$ cat src/rtl/sd_cmd_phy_if.sv
// SD CMD-line PHY bus bundle: command-issue handshake, pin signals and status.
interface sd_cmd_phy_if;
  logic        bit_strobe;
  logic        new_command;
  logic [5:0]  cmd_index;
  logic [31:0] cmd_argument;
  logic        resp_expected;
  logic        CMD_PIN_IN;
  logic        CMD_PIN_OUT;
  logic        io_enable_cmd;
  logic        busy;
  logic        cmd_complete;
  logic [5:0]  resp_index;
  logic [31:0] resp_payload;
  logic        timeout_error;
  logic        crc_error;
  logic        index_error;

  // host side: command issue logic plus the pad model
  modport master (
    output bit_strobe, new_command, cmd_index, cmd_argument, resp_expected, CMD_PIN_IN,
    input  CMD_PIN_OUT, io_enable_cmd, busy, cmd_complete, resp_index, resp_payload,
           timeout_error, crc_error, index_error
  );

  // PHY side
  modport slave (
    input  bit_strobe, new_command, cmd_index, cmd_argument, resp_expected, CMD_PIN_IN,
    output CMD_PIN_OUT, io_enable_cmd, busy, cmd_complete, resp_index, resp_payload,
           timeout_error, crc_error, index_error
  );
endinterface

$ cat src/rtl/sd_cmd_phy.sv
// SD command-line PHY: shifts out a 48-bit command frame with CRC7, releases
// the line, optionally captures a 48-bit response and reports status.
module sd_cmd_phy #(
  parameter int RESP_TIMEOUT = 64
) (
  input  logic         clk_host,
  input  logic         reset_host,
  sd_cmd_phy_if.slave  bus
);

  localparam int TW = (RESP_TIMEOUT > 1) ? $clog2(RESP_TIMEOUT) : 1;
  localparam logic [TW-1:0] TO_LAST = TW'(RESP_TIMEOUT - 1);

  typedef enum logic [2:0] {IDLE, SEND, WAIT_RESP, RECV, CHECK, DONE} state_t;

  state_t        state, state_d;
  logic [47:0]   frame, frame_d;     // current TX bit always sits in [47]
  logic [47:0]   rx, rx_d;
  logic [5:0]    bit_cnt, bit_cnt_d;
  logic [TW-1:0] to_cnt, to_cnt_d;
  logic [5:0]    idx_q, idx_d;
  logic          resp_exp_q, resp_exp_d;
  logic          pin_q, pin_d;
  logic          oe_q, oe_d;
  logic          busy_q, busy_d;
  logic          done_q, done_d;
  logic [5:0]    resp_index_q, resp_index_d;
  logic [31:0]   resp_payload_q, resp_payload_d;
  logic          to_err_q, to_err_d;
  logic          crc_err_q, crc_err_d;
  logic          idx_err_q, idx_err_d;
  logic [6:0]    tx_crc, rx_crc;

  // Serial CRC7 (x^7 + x^3 + 1), MSB first, zero init.
  function automatic logic [6:0] crc7_calc(input logic [39:0] d);
    logic [6:0] c;
    logic       fb;
    c = '0;
    for (int i = 39; i >= 0; i--) begin
      fb = d[i] ^ c[6];
      c  = {c[5:0], 1'b0};
      if (fb) c = c ^ 7'h09;
    end
    return c;
  endfunction

  assign tx_crc = crc7_calc({2'b01, bus.cmd_index, bus.cmd_argument});
  assign rx_crc = crc7_calc(rx[47:8]);

  // Next-state and next-output logic; every output is registered below.
  always_comb begin
    state_d        = state;
    frame_d        = frame;
    rx_d           = rx;
    bit_cnt_d      = bit_cnt;
    to_cnt_d       = to_cnt;
    idx_d          = idx_q;
    resp_exp_d     = resp_exp_q;
    pin_d          = pin_q;
    oe_d           = oe_q;
    busy_d         = busy_q;
    done_d         = 1'b0;
    resp_index_d   = resp_index_q;
    resp_payload_d = resp_payload_q;
    to_err_d       = to_err_q;
    crc_err_d      = crc_err_q;
    idx_err_d      = idx_err_q;
    case (state)
      IDLE: begin
        if (bus.new_command) begin
          frame_d        = {2'b01, bus.cmd_index, bus.cmd_argument, tx_crc, 1'b1};
          idx_d          = bus.cmd_index;
          resp_exp_d     = bus.resp_expected;
          resp_index_d   = '0;
          resp_payload_d = '0;
          to_err_d       = 1'b0;
          crc_err_d      = 1'b0;
          idx_err_d      = 1'b0;
          bit_cnt_d      = '0;
          busy_d         = 1'b1;
          oe_d           = 1'b1;
          pin_d          = 1'b0;
          state_d        = SEND;
        end
      end
      SEND: begin
        if (bus.bit_strobe) begin
          if (bit_cnt == 6'd47) begin
            // end-bit period closed: release the line
            oe_d     = 1'b0;
            pin_d    = 1'b1;
            to_cnt_d = '0;
            if (resp_exp_q) begin
              state_d = WAIT_RESP;
            end else begin
              state_d = DONE;
              done_d  = 1'b1;
            end
          end else begin
            bit_cnt_d = bit_cnt + 6'd1;
            frame_d   = {frame[46:0], 1'b0};
            pin_d     = frame[46];
          end
        end
      end
      WAIT_RESP: begin
        if (bus.bit_strobe) begin
          if (!bus.CMD_PIN_IN) begin
            // start bit lands in rx[47] after the remaining 47 shifts
            rx_d      = '0;
            bit_cnt_d = '0;
            state_d   = RECV;
          end else if (to_cnt == TO_LAST) begin
            to_err_d = 1'b1;
            state_d  = DONE;
            done_d   = 1'b1;
          end else begin
            to_cnt_d = to_cnt + 1'b1;
          end
        end
      end
      RECV: begin
        if (bus.bit_strobe) begin
          rx_d = {rx[46:0], bus.CMD_PIN_IN};
          if (bit_cnt == 6'd46) state_d = CHECK;
          else                  bit_cnt_d = bit_cnt + 6'd1;
        end
      end
      CHECK: begin
        crc_err_d      = rx[46] | (rx_crc != rx[7:1]) | ~rx[0];
        idx_err_d      = (rx[45:40] != idx_q);
        resp_index_d   = rx[45:40];
        resp_payload_d = rx[39:8];
        state_d        = DONE;
        done_d         = 1'b1;
      end
      DONE: begin
        busy_d  = 1'b0;
        state_d = IDLE;
      end
      default: state_d = IDLE;
    endcase
  end

  // State and output registers with synchronous reset.
  always_ff @(posedge clk_host) begin
    if (reset_host) begin
      state          <= IDLE;
      frame          <= '0;
      rx             <= '0;
      bit_cnt        <= '0;
      to_cnt         <= '0;
      idx_q          <= '0;
      resp_exp_q     <= 1'b0;
      pin_q          <= 1'b1;
      oe_q           <= 1'b0;
      busy_q         <= 1'b0;
      done_q         <= 1'b0;
      resp_index_q   <= '0;
      resp_payload_q <= '0;
      to_err_q       <= 1'b0;
      crc_err_q      <= 1'b0;
      idx_err_q      <= 1'b0;
    end else begin
      state          <= state_d;
      frame          <= frame_d;
      rx             <= rx_d;
      bit_cnt        <= bit_cnt_d;
      to_cnt         <= to_cnt_d;
      idx_q          <= idx_d;
      resp_exp_q     <= resp_exp_d;
      pin_q          <= pin_d;
      oe_q           <= oe_d;
      busy_q         <= busy_d;
      done_q         <= done_d;
      resp_index_q   <= resp_index_d;
      resp_payload_q <= resp_payload_d;
      to_err_q       <= to_err_d;
      crc_err_q      <= crc_err_d;
      idx_err_q      <= idx_err_d;
    end
  end

  assign bus.CMD_PIN_OUT   = pin_q;
  assign bus.io_enable_cmd = oe_q;
  assign bus.busy          = busy_q;
  assign bus.cmd_complete  = done_q;
  assign bus.resp_index    = resp_index_q;
  assign bus.resp_payload  = resp_payload_q;
  assign bus.timeout_error = to_err_q;
  assign bus.crc_error     = crc_err_q;
  assign bus.index_error   = idx_err_q;

endmodule

$ cat src/flat_wrapper.sv
// flat-port wrapper written by rule: the top's interface ports become plain ports
module sd_cmd_phy_flat 
#(
  parameter int RESP_TIMEOUT = 64
)
  (clk_host, reset_host, bus_bit_strobe, bus_new_command, bus_cmd_index, bus_cmd_argument, bus_resp_expected, bus_CMD_PIN_IN, bus_CMD_PIN_OUT, bus_io_enable_cmd, bus_busy, bus_cmd_complete, bus_resp_index, bus_resp_payload, bus_timeout_error, bus_crc_error, bus_index_error);
  sd_cmd_phy_if bus_i ();
  input  logic clk_host;
  input  logic reset_host;
  input wire logic [$bits(bus_i.bit_strobe)-1:0] bus_bit_strobe;
  input wire logic [$bits(bus_i.new_command)-1:0] bus_new_command;
  input wire logic [$bits(bus_i.cmd_index)-1:0] bus_cmd_index;
  input wire logic [$bits(bus_i.cmd_argument)-1:0] bus_cmd_argument;
  input wire logic [$bits(bus_i.resp_expected)-1:0] bus_resp_expected;
  input wire logic [$bits(bus_i.CMD_PIN_IN)-1:0] bus_CMD_PIN_IN;
  output wire logic [$bits(bus_i.CMD_PIN_OUT)-1:0] bus_CMD_PIN_OUT;
  output wire logic [$bits(bus_i.io_enable_cmd)-1:0] bus_io_enable_cmd;
  output wire logic [$bits(bus_i.busy)-1:0] bus_busy;
  output wire logic [$bits(bus_i.cmd_complete)-1:0] bus_cmd_complete;
  output wire logic [$bits(bus_i.resp_index)-1:0] bus_resp_index;
  output wire logic [$bits(bus_i.resp_payload)-1:0] bus_resp_payload;
  output wire logic [$bits(bus_i.timeout_error)-1:0] bus_timeout_error;
  output wire logic [$bits(bus_i.crc_error)-1:0] bus_crc_error;
  output wire logic [$bits(bus_i.index_error)-1:0] bus_index_error;
  assign bus_i.bit_strobe = bus_bit_strobe;
  assign bus_i.new_command = bus_new_command;
  assign bus_i.cmd_index = bus_cmd_index;
  assign bus_i.cmd_argument = bus_cmd_argument;
  assign bus_i.resp_expected = bus_resp_expected;
  assign bus_i.CMD_PIN_IN = bus_CMD_PIN_IN;
  assign bus_CMD_PIN_OUT = bus_i.CMD_PIN_OUT;
  assign bus_io_enable_cmd = bus_i.io_enable_cmd;
  assign bus_busy = bus_i.busy;
  assign bus_cmd_complete = bus_i.cmd_complete;
  assign bus_resp_index = bus_i.resp_index;
  assign bus_resp_payload = bus_i.resp_payload;
  assign bus_timeout_error = bus_i.timeout_error;
  assign bus_crc_error = bus_i.crc_error;
  assign bus_index_error = bus_i.index_error;
  sd_cmd_phy #(.RESP_TIMEOUT(RESP_TIMEOUT)) u_core (.clk_host(clk_host), .reset_host(reset_host), .bus(bus_i));
endmodule
$ cat config.mk
export PLATFORM = sky130hd
export DESIGN_NAME = sd_cmd_phy_flat
export DESIGN_NICKNAME = d
export VERILOG_FILES = /design/src/rtl/sd_cmd_phy_if.sv /design/src/rtl/sd_cmd_phy.sv /design/src/flat_wrapper.sv
export SDC_FILE = /design/constraint.sdc
export NUM_CORES = 1
export LEC_CHECK = 0
export ABC_AREA = 0
export CAP_MARGIN = 20
export CORE_MARGIN = 2
export CORE_UTILIZATION = 57
export CTS_CLUSTER_DIAMETER = 50
export DETAILED_ROUTE_END_ITERATION = 8
export PLACE_DENSITY_LB_ADDON = 0.15
export SLEW_MARGIN = 20
export SYNTH_ARGS = -nofsm -noshare
export SYNTH_HDL_FRONTEND = slang
export SYNTH_SLANG_ARGS = --single-unit
$ cat constraint.sdc
create_clock -name clk_host -period 3.55 [get_ports clk_host]
set_clock_uncertainty 0.15 [all_clocks]
set_input_delay 0.71 -clock clk_host [delete_from_list [all_inputs] [get_ports clk_host]]
set_output_delay 0.71 -clock clk_host [all_outputs]
set_load 0.02 [all_outputs]
# Word-level counts from Yosys, hierarchy flattened
# Index checks and enable logic that the tools add are counted.
[classes] n_addsub=2 multipliers=0 div=0 n_lt_le_gt_ge=0 n_eq_ne=23 shifts=0 n_mux=135 n_bitwise=155 reduce_logical=19
[op_table] cell="two-way mux 4 bit" n=78
[op_table] cell="inverter 2 bit" n=76
[op_table] cell="two-way mux 48 bit" n=3
[op_table] cell="two-way mux 47 bit" n=3
[op_table] cell="one-hot mux 48 bit (2 select lines)" n=1
[op_table] cell="one-hot mux 47 bit (2 select lines)" n=1
[op_table] cell="two-way mux 6 bit" n=12
[op_table] cell="bitwise XOR 1 bit" n=70
[op_table] cell="one-hot mux 32 bit (2 select lines)" n=1
[op_table] cell="two-way mux 32 bit" n=1
[op_table] cell="two-way mux 3 bit" n=9
[op_table] cell="one-hot mux 6 bit (2 select lines)" n=2
[op_table] cell="one-hot mux 6 bit (4 select lines)" n=1
[op_table] cell="equality test 6 bit, second input constant" n=3
[op_table] cell="inequality test 2 bit, second input constant" n=9
[op_table] cell="two-way mux 1 bit" n=15
[op_table] cell="one-hot mux 3 bit (5 select lines)" n=1
[op_table] cell="adder 6 x 1 -> 6 bit, second input constant" n=2
[op_table] cell="one-hot mux 1 bit (2 select lines)" n=6
[op_table] cell="AND reduction 4 bit" n=3
[op_table] cell="nonzero test 2 bit" n=6
[op_table] cell="AND reduction 8 bit" n=1
[op_table] cell="inequality test 7 bit" n=1
[op_table] cell="AND reduction 7 bit" n=1
[op_table] cell="other kinds (16)" n=28
[word_totals] regBits=162 latchBits=0 ramBits=0 romBits=0 inputBits=44 out_inout_bits=45 n_memories=0

# Longest topological paths before layout
[depth] word_depth=83 ltp_mapped=9 ltp_nobuf=8

# Worst setup path before layout
# OpenSTA, ideal clock, no wires.
[synth_timing] path_kind="register to register" from="reg u_core.rx[44]" to="reg u_core.crc_err_q (netlist: u_core.bus.crc_error)" setup_ns=0.120 t_arrival_ns=2.740 required_ns=3.280 setup_slack_ns=0.541 stages_incl_launch_ff=9 path_cell_list="dfxtp_1 -> buf_6 -> xnor3_2 -> xnor3_2 -> xor2_2 -> xnor3_1 -> or4_1 -> mux2_2 -> o31a_1"
[synth_between] elab_chain_cells=37
[synth_lines] item="start: declaration" line_no="sd_cmd_phy.sv:18" rtl="logic [47:0] rx, rx_d;"
[synth_lines] item="start signal: assignment" line_no="sd_cmd_phy.sv:167" rtl="rx <= rx_d;"
[synth_lines] item="bitwise XOR 1 bit *" line_no="sd_cmd_phy.sv:40" rtl="fb = d[i] ^ c[6];"
[synth_lines] item="two-way mux 4 bit *" line_no="sd_cmd_phy.sv:42" rtl="if (fb) c = c ^ 7'h09;"
[synth_lines] item="two-way mux 4 bit (2 in a row)" line_no="sd_cmd_phy.sv:42"
[synth_lines] item="inverter 2 bit (no source line)"
[synth_lines] item="two-way mux 4 bit" line_no="sd_cmd_phy.sv:42"
[synth_lines] item="bitwise XOR 1 bit" line_no="sd_cmd_phy.sv:40"
[synth_lines] item="two-way mux 4 bit (3 in a row)" line_no="sd_cmd_phy.sv:42"
[synth_lines] item="inverter 2 bit (no source line)"
[synth_lines] item="[14 not listed]"
[synth_lines] item="two-way mux 4 bit (3 in a row)" line_no="sd_cmd_phy.sv:42"
[synth_lines] item="inverter 2 bit (no source line)"
[synth_lines] item="two-way mux 4 bit" line_no="sd_cmd_phy.sv:42"
[synth_lines] item="bitwise XOR 1 bit" line_no="sd_cmd_phy.sv:40"
[synth_lines] item="two-way mux 4 bit (2 in a row)" line_no="sd_cmd_phy.sv:42"
[synth_lines] item="inequality test 7 bit *" line_no="sd_cmd_phy.sv:130" rtl="crc_err_d = rx[46] | (rx_crc != rx[7:1]) | ~rx[0];"
[synth_lines] item="bitwise OR 1 bit * (2 in a row)" line_no="sd_cmd_phy.sv:130"
[synth_lines] item="one-hot mux 1 bit (2 select lines) *" line_no="sd_cmd_phy.sv:68" rtl="case (state)"
[synth_lines] item="end signal: assignment" line_no="sd_cmd_phy.sv:179" rtl="crc_err_q <= crc_err_d;"
[synth_lines] item="end: declaration" line_no="sd_cmd_phy.sv:30" rtl="logic crc_err_q, crc_err_d;"
# Mark *: on every way between the ends. The rest lies on a longest branch, timed or not.
# A chain may end at the register's enable or synchronous reset.

# Worst setup path after layout
[layout_timing] from="reg u_core.rx[21]" to="reg u_core.crc_err_q (netlist: u_core.bus.crc_error)"
[layout_between] elab_chain_cells=16
[layout_lines] item="bitwise XOR 1 bit *" line_no="sd_cmd_phy.sv:40"
[layout_lines] item="two-way mux 4 bit *" line_no="sd_cmd_phy.sv:42"
[layout_lines] item="bitwise XOR 1 bit or two-way mux 4 bit (tied branches)" line_no="sd_cmd_phy.sv:40, sd_cmd_phy.sv:42"
[layout_lines] item="two-way mux 4 bit" line_no="sd_cmd_phy.sv:42"
[layout_lines] item="two-way mux 4 bit or inverter 2 bit (tied branches)"
[layout_lines] item="two-way mux 4 bit" line_no="sd_cmd_phy.sv:42"
[layout_lines] item="inverter 2 bit (no source line) or bitwise XOR 1 bit (tied branches)"
[layout_lines] item="two-way mux 4 bit" line_no="sd_cmd_phy.sv:42"
[layout_lines] item="bitwise XOR 1 bit or two-way mux 4 bit (tied branches)" line_no="sd_cmd_phy.sv:40, sd_cmd_phy.sv:42"
[layout_lines] item="two-way mux 4 bit" line_no="sd_cmd_phy.sv:42"
[layout_lines] item="two-way mux 4 bit or inverter 2 bit (tied branches)"
[layout_lines] item="two-way mux 4 bit" line_no="sd_cmd_phy.sv:42"
[layout_lines] item="inequality test 7 bit *" line_no="sd_cmd_phy.sv:130"
[layout_lines] item="bitwise OR 1 bit * (2 in a row)" line_no="sd_cmd_phy.sv:130"
[layout_lines] item="one-hot mux 1 bit (2 select lines) *" line_no="sd_cmd_phy.sv:68"
# Marks and branches as above.

==> out/qor.csv <==
stage;metric;value;unit
route;drt_iter0_drc;593;
critical_path;critical_path_arrival;3430;ps
route;drt_wl_total;18.6;mm
route;drtAntennaViolNets;0;
timing;drv_slew;0;
synthesis;seq_area_frac_synth;40.4;%
timing;rsz0062_at_grt;false;
clocking;hold_buffers;0;
finish;layout-drive-gt1-share;7.59;%
flow_run;maxCapViolations;0;
timing;final-setup-viol-count;0;
clocking;clk_pin_slew;60;ps
grt;antenna_found_initial;0;
clocking;cts_tree;done;
timing;finalHoldViolations;0;
grt;grt_pass1_vias;6241;
die;coreArea;0.0138;mm²
clocking;cts-htree-levels;4;
clocking;cts.repair_timing.setup_buffer_count;0;
pwr;power.density;502;mW/mm²
finish;n_fill_cell;1066;
synthesis;yosysWarnings;0;
pwr;p_int;3.49;mW
clocking;cts_resized;0;
finish;fin_util;69.6;%
critical_path;cp-start-kind;flop;
finish;diodes;0;
finish;finalInstanceArea;0.00963;mm²
clocking;cts_buffers;17;
critical_path;reg2reg_depth;7;
grt;grt_max_degree;119;
pwr;p_comb_share;22.0;%
timing;tightest_slew;763;ps
synthesis;synthCells;874;
synthesis;ys_types;54;
timing;period_share;92.2;%
synthesis;yosys-top-cells-count;nor2_1 (164), dfxtp_1 (162), nand2_1 (112), a22oi_1 (86), xnor2_1 (59);
clocking;clk_latency;420;ps
placement;portBuffers;88;
critical_path;setup.worst_path.class;flop to flop;
pwr;clkPwrFrac;36.7;%
clocking;clock-root-buffer;clkbuf_16;
die;die_y;123;µm
synthesis;synth_area_leaders;dfxtp_1 (40%), xnor3_1 (8.4%), a22oi_1 (8.0%), nor2_1 (7.7%), xnor2_1 (6.4%);
finish;nNetsFinal;982;
timing;fin_ws;276;ps
die;die_area;0.0151;mm²
route;avgViaCountPerCell;5.79;
critical_path;crit_required;3700;ps
status;status;complete, no violations;
grt;overflow;0;
synthesis;async_flop_share;0;%
pwr;p_sw_share;27.9;%
pwr;p_seq_share;41.3;%
pwr;power.switching;1.35;mW
route;first_pass_iters;5;
critical_path;endpoint_kind;flop;
critical_path;worstPathMaxFanout;4;
synthesis;syn_nets;921;
worst_hold_path;holdPathStages;2;
clocking;clock_sink_count;162;
synthesis;postSynthAreaPerCell;9.19;µm²
route;routedWlPerCell;16.4;µm
timing;layout_min_cycle_time;3270;ps
synthesis;yosys.area.top_type;dfxtp_1;
finish;areaGrowthSynthToFinish;19.9;%
synthesis;ys_seq_elements;162;
synthesis;synthesis.area;0.00803;mm²
synthesis;synth_edf_count;0;
timing;max_freq;305;MHz
worst_hold_path;worstHoldPathType;flop to flop;
synthesis;yosysMostFrequentCell;nor2_1;
die;rows;43;
synthesis;synthFlopType;dfxtp_1;
clocking;clk_path_buf_depth;2;
placement;dpl_worst_slack;-39.5;ps
die;start_util;58.1;%
synthesis;synth_top_area_share;40.4;%
route;vias;6533;
grt;grt_pass1_wl;30.9;mm
pwr;ir_drop;0.367;mV
die;die_w;123;µm
timing;max_slew_margin;49.0;%
placement;place_congestion;0.894;
placement;dpl.hpwl;12.5;mm
grt;grt_usage;25.9;%
pwr;p_leak;3.82;nW
route;drc;0;
placement;placed_area;0.00906;mm²
timing;whs;314;ps
die;ios;89;
[worst max-delay path: stages, from the launching register on]
cell     delay (ps)
dfxtp_1         440
xnor3_1         490
xnor3_1         370
xnor3_1         400
xnor3_1         230
or4_1           500
mux2_2          280
o31a_1          290
[cell usage in the layout (no fill, tap or decap), drive strengths merged, types with 8 or more instances in the layout]
cell	Yosys	final
nor3	9	9
clkdlybuf4s50	0	87
buf	9	22
nor2	164	164
xnor2	61	61
inv	6	8
a311oi	39	39
o21ai	9	9
nand2	112	112
a21oi	26	26
xor2	29	29
xnor3	37	37
dfxtp	162	162
a22oi	86	86
clkbuf	58	19
[power by group through the flow]
stage | sequential, mW | clock, mW | combinational, mW
floorplan | 2.02 | 0 | 0.816
global placement | 2.03 | 0 | 1.02
detailed placement | 2.03 | 0 | 1.06
CTS | 1.99 | 1.80 | 1.06
global route | 2.01 | 1.87 | 1.18
finish | 2.00 | 1.78 | 1.06
[state kept, by name, indices dropped and copies added, names as in the netlist, 3 cells and up]
| name | flops |
|---|---|
| u_core.bus.resp_payload | 32 |
| u_core.rx | 48 |
| u_core.bit_cnt | 6 |
| u_core.bus.resp_index | 6 |
| u_core.state | 3 |
| u_core.to_cnt | 6 |
| u_core.frame | 47 |
| u_core.idx_q | 6 |
[metal layers]
layer	global-route usage, %	wire length (µm)	vias to the layer above
met5	0	0	-
met4	7.40	216	0
met3	5.16	868	19
met2	40.8	8830	183
met1	36.1	8640	3168
li1	-	-	3163
[worst paths after layout]
kind	from	endpoint	slack, ps
max	u_core.rx[21]$_SDFFE_PP0P_	u_core.bus.crc_error$_SDFFE_PP0P_	280
min	u_core.frame[5]$_SDFFE_PP0P_	u_core.frame[5]$_SDFFE_PP0P_	310
max reg2reg	u_core.rx[21]$_SDFFE_PP0P_	u_core.bus.crc_error$_SDFFE_PP0P_	280
min reg2reg	u_core.frame[5]$_SDFFE_PP0P_	u_core.frame[5]$_SDFFE_PP0P_	310
[kinds of logic (layout without fill, tap and decap cells)]
kind of cell               Yosys count  after routing  share of synthesized area (%)
AOI/OAI and AO/OA                  182            182                           16.6
xor gates and xnor gates           131            131                           21.9
adders and majority gates            3              3                          0.467
buffers and inverters               73            147                           3.88
DFF                                162            162                           40.4
muxes                                5              5                          0.639
and+or+nand+nor                    318            318                           16.1
[area by class of cell]
cell class	count	area (µm²)	area share (%)
inverter	6	22.5	0.234
multi-input combinational	639	4500	46.7
clock inverter	13	135	1.40
sequential	162	3240	33.7
clock buffer	19	433	4.50
timing repair buffer	109	1070	11.2
tap	180	225	2.34
[through the flow]
| stage | total power, mW | cells | setup TNS [ps] |
|---|---|---|---|
| after global routing | 5.06 | 1128 | 0 |
| final | 4.84 | 1128 | 0 |
| after CTS | 4.86 | 1128 | 0 |
| after floorplan | 2.83 | 874 | 0 |
| after global placement | 3.05 | 1096 | 0 |
| after detailed placement | 3.09 | 1096 | -63.7 |
Power figures use the tool's default switching activity.
